File: src/rtl/uart_cfg_pkg.sv
// Shared constants and FSM encoding for the UART configuration controller.
// Register addresses follow the 16550 layout with the bus in 8-bit mode.
package uart_cfg_pkg;

  localparam logic [2:0] REG_THR = 3'd0;
  localparam logic [2:0] REG_IER = 3'd1;
  localparam logic [2:0] REG_FCR = 3'd2;
  localparam logic [2:0] REG_LCR = 3'd3;
  localparam logic [2:0] REG_LSR = 3'd5;
  localparam logic [2:0] REG_DLL = 3'd0;
  localparam logic [2:0] REG_DLM = 3'd1;

  localparam int LSR_THRE_BIT = 5;
  localparam int LCR_DLAB_BIT = 7;

  typedef enum logic [3:0] {
    IDLE, CFG_LCR_DL, CFG_DLL, CFG_DLM, CFG_LCR, CFG_FCR, CFG_IER,
    READY, TX_POLL, TX_GAP, TX_WR, ERR
  } state_e;

endpackage

File: src/rtl/wb_single_master.sv
// One-shot Wishbone classic master: launches a registered cycle on req,
// reports done on the ack cycle, or timeout if ack never arrives.
module wb_single_master #(
  parameter int ACK_TIMEOUT = 16
) (
  input  logic       clk,
  input  logic       rst,
  input  logic       req,
  input  logic       we,
  input  logic [2:0] adr,
  input  logic [7:0] wdat,
  output logic       done,
  output logic       timeout,
  output logic [7:0] rdata,
  output logic [2:0] wb_adr_o,
  output logic [7:0] wb_dat_o,
  output logic       wb_we_o,
  output logic       wb_stb_o,
  output logic       wb_cyc_o,
  input  logic [7:0] wb_dat_i,
  input  logic       wb_ack_i
);

  localparam int CW = $clog2(ACK_TIMEOUT);

  logic [CW-1:0] cnt;
  logic [7:0]    rdata_q;

  assign done    = wb_stb_o & wb_ack_i;
  assign timeout = wb_stb_o & ~wb_ack_i & (cnt == CW'(ACK_TIMEOUT - 1));
  // Read data is usable by the sequencer in the ack cycle itself
  assign rdata   = done ? wb_dat_i : rdata_q;

  always_ff @(posedge clk) begin
    if (rst) begin
      wb_stb_o <= 1'b0;
      wb_cyc_o <= 1'b0;
      wb_we_o  <= 1'b0;
      wb_adr_o <= '0;
      wb_dat_o <= '0;
      cnt      <= '0;
      rdata_q  <= '0;
    end else if (wb_stb_o) begin
      if (done || timeout) begin
        wb_stb_o <= 1'b0;
        wb_cyc_o <= 1'b0;
        wb_we_o  <= 1'b0;
        wb_adr_o <= '0;
        wb_dat_o <= '0;
      end else begin
        cnt <= cnt + 1'b1;
      end
      if (done) rdata_q <= wb_dat_i;
    end else if (req) begin
      // Launch only from idle, so consecutive cycles always get a gap
      wb_stb_o <= 1'b1;
      wb_cyc_o <= 1'b1;
      wb_we_o  <= we;
      wb_adr_o <= adr;
      wb_dat_o <= wdat;
      cnt      <= '0;
    end
  end

endmodule

File: src/rtl/uart_wb_cfg_ctrl.sv
// Programs a 16550 UART over Wishbone after start_i, then forwards TX bytes
// by polling LSR.THRE and writing THR.
module uart_wb_cfg_ctrl
  import uart_cfg_pkg::*;
#(
  parameter logic [15:0] DIVISOR     = 16'd27,
  parameter logic [7:0]  LCR_VAL     = 8'h03,
  parameter logic [7:0]  FCR_VAL     = 8'h07,
  parameter logic [7:0]  IER_VAL     = 8'h00,
  parameter int          ACK_TIMEOUT = 16,
  parameter int          POLL_GAP    = 4
) (
  input  logic       wb_clk_i,
  input  logic       wb_rst_i,
  input  logic       start_i,
  output logic       cfg_done_o,
  input  logic       tx_valid_i,
  input  logic [7:0] tx_data_i,
  output logic       tx_ready_o,
  output logic       err_o,
  output logic [2:0] wb_adr_o,
  output logic [7:0] wb_dat_o,
  input  logic [7:0] wb_dat_i,
  output logic       wb_we_o,
  output logic       wb_stb_o,
  output logic       wb_cyc_o,
  input  logic       wb_ack_i
);

  localparam int         GW        = (POLL_GAP > 1) ? $clog2(POLL_GAP) : 1;
  localparam logic [7:0] DLAB_MASK = 8'(1 << LCR_DLAB_BIT);

  state_e        state, nxt;
  logic          req, we, done, timeout, start_ok;
  logic [2:0]    adr;
  logic [7:0]    wdat, rdata, tx_byte;
  logic [GW-1:0] gap_cnt;
  logic          rdata_unused;

  assign rdata_unused = ^{rdata[7:LSR_THRE_BIT+1], rdata[LSR_THRE_BIT-1:0]};
  assign start_ok     = start_i & (state == IDLE || state == READY || state == ERR);

  wb_single_master #(.ACK_TIMEOUT(ACK_TIMEOUT)) u_mst (
    .clk(wb_clk_i), .rst(wb_rst_i), .req(req), .we(we), .adr(adr), .wdat(wdat),
    .done(done), .timeout(timeout), .rdata(rdata),
    .wb_adr_o(wb_adr_o), .wb_dat_o(wb_dat_o), .wb_we_o(wb_we_o),
    .wb_stb_o(wb_stb_o), .wb_cyc_o(wb_cyc_o),
    .wb_dat_i(wb_dat_i), .wb_ack_i(wb_ack_i)
  );

  always_ff @(posedge wb_clk_i) begin
    if (wb_rst_i) state <= IDLE;
    else          state <= nxt;
  end

  always_comb begin
    nxt        = state;
    req        = 1'b0;
    we         = 1'b1;
    adr        = REG_THR;
    wdat       = '0;
    tx_ready_o = 1'b0;
    case (state)
      IDLE: ;
      CFG_LCR_DL: begin
        req = 1'b1; adr = REG_LCR; wdat = LCR_VAL | DLAB_MASK;
        if (done) nxt = CFG_DLL;
      end
      CFG_DLL: begin
        req = 1'b1; adr = REG_DLL; wdat = DIVISOR[7:0];
        if (done) nxt = CFG_DLM;
      end
      CFG_DLM: begin
        req = 1'b1; adr = REG_DLM; wdat = DIVISOR[15:8];
        if (done) nxt = CFG_LCR;
      end
      CFG_LCR: begin
        req = 1'b1; adr = REG_LCR; wdat = LCR_VAL & ~DLAB_MASK;
        if (done) nxt = CFG_FCR;
      end
      CFG_FCR: begin
        req = 1'b1; adr = REG_FCR; wdat = FCR_VAL;
        if (done) nxt = CFG_IER;
      end
      CFG_IER: begin
        req = 1'b1; adr = REG_IER; wdat = IER_VAL;
        if (done) nxt = READY;
      end
      READY: begin
        tx_ready_o = ~start_i;
        if (!start_i && tx_valid_i) nxt = TX_POLL;
      end
      TX_POLL: begin
        req = 1'b1; we = 1'b0; adr = REG_LSR;
        if (done) nxt = rdata[LSR_THRE_BIT] ? TX_WR : TX_GAP;
      end
      TX_GAP: if (gap_cnt == GW'(POLL_GAP - 1)) nxt = TX_POLL;
      TX_WR: begin
        req = 1'b1; adr = REG_THR; wdat = tx_byte;
        if (done) nxt = READY;
      end
      ERR: ;
      default: nxt = IDLE;
    endcase
    if (timeout)  nxt = ERR;
    if (start_ok) nxt = CFG_LCR_DL;
  end

  always_ff @(posedge wb_clk_i) begin
    if (wb_rst_i) begin
      gap_cnt    <= '0;
      tx_byte    <= '0;
      cfg_done_o <= 1'b0;
      err_o      <= 1'b0;
    end else begin
      gap_cnt <= (state == TX_GAP) ? gap_cnt + 1'b1 : '0;
      if (state == READY && !start_i && tx_valid_i) tx_byte <= tx_data_i;
      if (start_ok) begin
        cfg_done_o <= 1'b0;
        err_o      <= 1'b0;
      end else if (timeout) begin
        cfg_done_o <= 1'b0;
        err_o      <= 1'b1;
      end else if (state == CFG_IER && done) begin
        cfg_done_o <= 1'b1;
      end
    end
  end

endmodule

File: config.mk
export PLATFORM = sky130hd
export DESIGN_NAME = uart_wb_cfg_ctrl
export DESIGN_NICKNAME = d
export VERILOG_FILES = /design/src/rtl/uart_cfg_pkg.sv /design/src/rtl/wb_single_master.sv /design/src/rtl/uart_wb_cfg_ctrl.sv
export SDC_FILE = /design/constraint.sdc
export NUM_CORES = 1
export LEC_CHECK = 0
export BUFFER_PORTS_ARGS = -buffer_cell sky130_fd_sc_hd__buf_4
export CORE_MARGIN = 1.5
export CORE_UTILIZATION = 56
export CTS_CLUSTER_DIAMETER = 120
export DETAILED_ROUTE_END_ITERATION = 6
export PLACE_DENSITY = 0.85
export SLEW_MARGIN = 20
export SYNTH_ARGS = -nofsm -noshare
export SYNTH_HDL_FRONTEND = slang
export SYNTH_SLANG_ARGS = --single-unit
export TNS_END_PERCENT = 30
File: constraint.sdc
create_clock -name wb_clk_i -period 5 [get_ports wb_clk_i]
set_clock_uncertainty 0.1 [all_clocks]
set_input_delay 0 -clock wb_clk_i [delete_from_list [all_inputs] [get_ports wb_clk_i]]
set_output_delay 0 -clock wb_clk_i [all_outputs]
set_load 0.01 [all_outputs]
After elaboration in Yosys (flattened, before gate mapping)
Index checks and enable logic that the tools add are counted.
- bits in registers: 40
- bits of input ports: 21
- output and inout port bits: 17
- word-level logic and storage cells: 129
- muxes and demuxes: 36
- $add $sub $neg: 2
- bitwise operators: 8
- equality and inequality tests: 44
- reductions and logical operators: 24
- operators by type and width (cell ; count):
    $mux W4 ; 13
    $pmux W4 S10 ; 1
    $pmux W8 S5 ; 1
    $reduce_and A10 Y1 ; 3
    $ne A4 B3 Y1 const B ; 7
    $mux W8 ; 3
    $ne A3 B2 Y1 const B ; 7
    $eq A4 B4 Y1 const B ; 5
    $ne A2 B2 Y1 const B ; 9
    $eq A4 B3 Y1 const B ; 4
    $mux W1 ; 12
    $pmux W3 S4 ; 1
    $reduce_or A2 Y1 ; 6
    $mux W3 ; 3
    $ne A3 B1 Y1 const B ; 3
    $eq A4 B2 Y1 const B ; 2
    $reduce_or A8 Y1 ; 1
    $mux W6 ; 1
    $ne A2 B1 Y1 const B ; 3
    $reduce_and A2 Y1 ; 3
    $add A4 B1 Y4 const B ; 1
    $and A1 B1 Y1 ; 4
    $eq A4 B1 Y1 const B ; 1
    $logic_and A1 B1 Y1 ; 4
    11 further kinds ; 16

Depth between registers and ports, before layout
- word-level depth: 7
- depth in mapped cells: 7
- mapped depth without buffers: 6

Hierarchy
From an unflattened synthesis, not the netlist that was laid out.
- cell total of the unflattened synthesis: 244
- area total of the unflattened synthesis: 2118.3 µm²
- modules (own cells, without submodules) (module ; cells an instance ; instances ; area each (µm²)):
    wb_single_master ; 122 ; 1 ; 1138.6
    uart_wb_cfg_ctrl ; 122 ; 1 ; 979.7

Least setup slack after synthesis
No wires, ideal clock.
- path type: register to register
- start point: register state[2]
- end point: register u_mst.wb_dat_o[3]
- buffers on the path: 1
- arrival time: 1441 ps
- setup slack: 3388 ps
- cell stages (with the launch flop): 7
- required time: 4829 ps
- library setup time: 71 ps
- period minus slack after synthesis: 1612 ps
- cells stage by stage: dfxtp_1 -> or4_1 -> o211a_2 -> nor2b_4 -> buf_6 -> nand2_1 -> a21oi_1
- word-level cells in the longest chain between the ends: 5
- elaborated cells on any way between the ends: 15
- those cells by class: eq/ne (8); mux (4); reduce/logical (3)
- RTL lines (element ; RTL line ; text):
    start, declared ; uart_wb_cfg_ctrl.sv:33 ; state_e state, nxt;
    start signal, assigned ; uart_wb_cfg_ctrl.sv:53 ; else state <= nxt;
    $eq A4 B3 Y1 (tied with other cells) ; uart_wb_cfg_ctrl.sv:63 ; case (state)
    $reduce_or A8 Y1 (no line) ; -- ;
    $mux W1 ; uart_wb_cfg_ctrl.sv:63 ;
    $reduce_bool A2 Y1 (no line) ; -- ;
    $reduce_and A2 Y1 (no line) ; -- ;
    end signal, assigned ; wb_single_master.sv:60 ; wb_dat_o <= wdat;
    end, declared ; wb_single_master.sv:16 ; output logic [7:0] wb_dat_o,
Several ways; a longest one is shown, not always the timed one. The select of a mux whose other input is x is not followed.
A chain may end at the register's enable or synchronous reset.

Worst setup path in the final report
- start point: register state[0]
- end point: register tx_byte[5]
- word-level cells in the longest chain between the ends: 3
- RTL lines (element ; RTL line ; text):
    $eq A4 B3 Y1 ; uart_wb_cfg_ctrl.sv:117 ; if (state == READY && !start_i && tx_valid_i) tx_byte <= tx_data_i;
    $logic_and A1 B1 Y1 (2 in series) ; uart_wb_cfg_ctrl.sv:117 ;
    end signal, assigned ; uart_wb_cfg_ctrl.sv:117 ;
    end, declared ; uart_wb_cfg_ctrl.sv:36 ; logic [7:0] wdat, rdata, tx_byte;
No other way between the ends.

==> flow_summary.ini <==
[run_status]
outcome = complete, no violations

[clocking]
clock_sinks = 35
cts.path.max_buffers = 2
postCtsSetupBuffers = 0
cts-buffers-inserted = 5
cts_tree = built
clk_latency_ns = 0.34
cts-root-buf = clkbuf_4
ctsHtreeMaxLevel = 2
clkTransAtPathRegs_ns = 0.11

[logic_synthesis]
synth.most_common_cell = nor2_1
yosys.area.top_type = dfxtp_1
ys_seq_area_share_pct = 43.5
syn_nets = 216
synth_seq_cells = 35
netlist.area_leader.share_pct = 43.5
synth-edff-count = 0
ys_warn_count = 0
ys_async_sr_fraction_pct = 0
synth.distinct_cells = 41
synthTopCellsByCount = nor2_1, dfxtp_1, a21oi_1
synthCells = 193
postSynthAreaPerCell_um2 = 8.35
ys.flop_type = dfxtp_1
synth_area_um2 = 1610
ys_top_cells_by_area = dfxtp_1, nor2_1, a21oi_1

[detailed_routing]
dr_total_vias = 1663
wl_per_cell_um = 16.4
routed_wl_um = 4500
final_antenna_net_count = 0
dr.first_iter.drc_count = 72
vias_per_cell = 6.07
drc_errors = 0
dr.pass1.iters = 4

[power]
combPwrFrac_pct = 15.9
p_sw_share_pct = 26.9
p_sw_mw = 0.169
p_int_mw = 0.458
ir_drop_mv = 0.281
p_per_area_nw_per_um2 = 293
leakage_nw = 0.901
clkPwrFrac_pct = 34.8
seq_power_share_pct = 49.3

[sta]
setup-violations-final = 0
maxSlewViolCount = 0
timing.slew.headroom_pct = 53.0
hold_viol_final = 0
rsz0062_at_grt = false
tightest_slew_ns = 0.703
period_needed_ns = 2.75
fin_crit_sh_pct = 55.0
layout_setup_ws_ns = 2.25
fmax_mhz = 364
tns_ns = 0

[global_route]
grt_max_degree = 32
grt_pass1_vias = 1599
grt_pass1_wl_um = 7610
antenna_found_initial = 0
grt-ovfl-total = 0
grt_usage_pct = 30.8

[place]
hpwl_um = 2680
post-place-ws_ns = 2.88
dpl.cell_count = 243
gp_congestion = 0.940
io_buffers = 30

[final_layout]
nets = 265
drive_gt1_share_pct = 17.7
fin_cells = 274
area_growth_pct = 32.7
diodes = 0

[setup_path]
cp.arrival_ns = 2.89
start_kind = flop
endpoint = tx_byte[5]$_SDFFE_PP0P_
end_kind = flop
r2r_cells = 7
regToRegEndpoint = tx_byte[5]$_SDFFE_PP0P_
required_ns = 5.14
reg2reg_slack_ns = 2.25
crit_type = flop to flop
crit_fanout = 21
regToRegStartpoint = state[0]$_SDFFE_PP0P_
cp-startpoint = state[0]$_SDFFE_PP0P_

[flow_run]
drv_cap = 0

[die]
num_io_pins = 38
core_um2 = 2730
fp.dieH_um = 56.6
fp-row-count = 19
fp.dieW_um = 56.6
initial_core_util_pct = 58.9
die-area_um2 = 3210

[hold_path]
hold_class = flop to flop
-- registers in the layout, summed over array words and instances, names as in the netlist --
name	cells
cfg_done_o	1
u_mst.wb_cyc_o	1
u_mst.cnt	4
state	4
u_mst.wb_stb_o	1
err_o	1
u_mst.wb_dat_o	8
u_mst.rdata_q	1
u_mst.wb_we_o	1
gap_cnt	2
tx_byte	8
u_mst.wb_adr_o	3
-- worst min path at each step --
stage / start / endpoint / slack (ns) / depth (start not counted)
after floorplan: start_i / tx_ready_o / -0.05 / 1
after global placement: tx_data_i[0] / tx_byte[0]$_SDFFE_PP0P_ / 0.14 / 3
after detailed placement: tx_data_i[3] / tx_byte[3]$_SDFFE_PP0P_ / 0.15 / 3
after CTS: u_mst.wb_dat_o[7]$_SDFFE_PP0P_ / u_mst.wb_dat_o[7]$_SDFFE_PP0P_ / 0.38 / 2
after global routing: u_mst.wb_dat_o[7]$_SDFFE_PP0P_ / u_mst.wb_dat_o[7]$_SDFFE_PP0P_ / 0.40 / 2
final: u_mst.wb_dat_o[7]$_SDFFE_PP0P_ / u_mst.wb_dat_o[7]$_SDFFE_PP0P_ / 0.38 / 2
-- timing repair --
action | in CTS | in global routing
endpoints found under the hold margin | 31 | 0
hold buffers | 23 | 0
gates resized for setup | 0 | 0
-- power by group through the flow --
| stage | Combinational [mW] | Clock [mW] | Sequential (mW) |
|---|---|---|---|
| detailed placement | 0.0868 | 0 | 0.314 |
| CTS | 0.0973 | 0.216 | 0.308 |
| floorplan | 0.0608 | 0 | 0.308 |
| finish | 0.0996 | 0.218 | 0.308 |
| global placement | 0.0834 | 0 | 0.313 |
| global route | 0.108 | 0.227 | 0.310 |
-- stage by stage --
step,instance area [um^2],power (mW),hold slack [ns],util [%]
2_1_floorplan,1610,0.369,-0.0525,-
3_3_place_gp,1820,0.396,0.136,66.6
3_5_place_dp,1820,0.401,0.153,66.6
4_1_cts,2140,0.621,0.380,78.2
5_1_grt,2140,0.646,0.400,78.2
6_report,2140,0.626,0.378,78.2
-- cell usage in the layout, fill, tap and decap left out, drive strengths merged, types with 4 or more instances in the layout --
cell type / synthesis / routed
o21ai: 8 / 8
nor2b: 4 / 4
mux2i: 9 / 9
nor2: 36 / 36
inv: 5 / 5
nand2b: 4 / 4
dfxtp: 35 / 35
nor3: 10 / 10
a21oi: 19 / 19
xor2: 4 / 4
buf: 7 / 31
clkbuf: 5 / 6
nand2: 7 / 7
dlygate4sd3: 0 / 23
nor4: 5 / 5
-- area by class of cell --
class | count | area [um^2]
timing repair buffer | 54 | 463
inverter | 5 | 18.8
multi-input combinational | 141 | 831
tap | 31 | 38.8
sequential | 35 | 701
fill | 180 | 596
clock buffer | 6 | 51.3
clock inverter | 2 | 35.0
-- metal layers --
metal  GRT usage (%)  wire [um]  vias to the layer above
met3            7.83        294                       10
met4            11.9         68                        0
met1            36.4       1800                      784
li1                -          -                      788
met5               0          0                        -
met2            53.0       2330                       81
-- kinds of logic (layout without fill, tap and decap cells) --
| logic type | Yosys count | count (layout) | synth area share (%) |
|---|---|---|---|
| AO/OA/AOI/OAI | 48 | 48 | 18.9 |
| AND/OR/NAND/NOR | 78 | 78 | 23.3 |
| buffers and inverters | 17 | 67 | 4.97 |
| multiplexers | 9 | 9 | 5.59 |
| adder cells (fa/ha/maj) | 2 | 2 | 1.55 |
| XOR/XNOR | 4 | 4 | 2.17 |
| flip-flops | 35 | 35 | 43.5 |
-- worst max-delay path, cell delays in order (launching register included) --
cell and delay, ns:
dfxtp_1 0.78, and2_1 0.26, nand3_1 0.18, nor3_1 0.21, buf_4 0.25, mux2i_1 0.21
nor2_1 0.07, dlygate4sd3_1 0.58
Power figures use the tool's default switching activity.
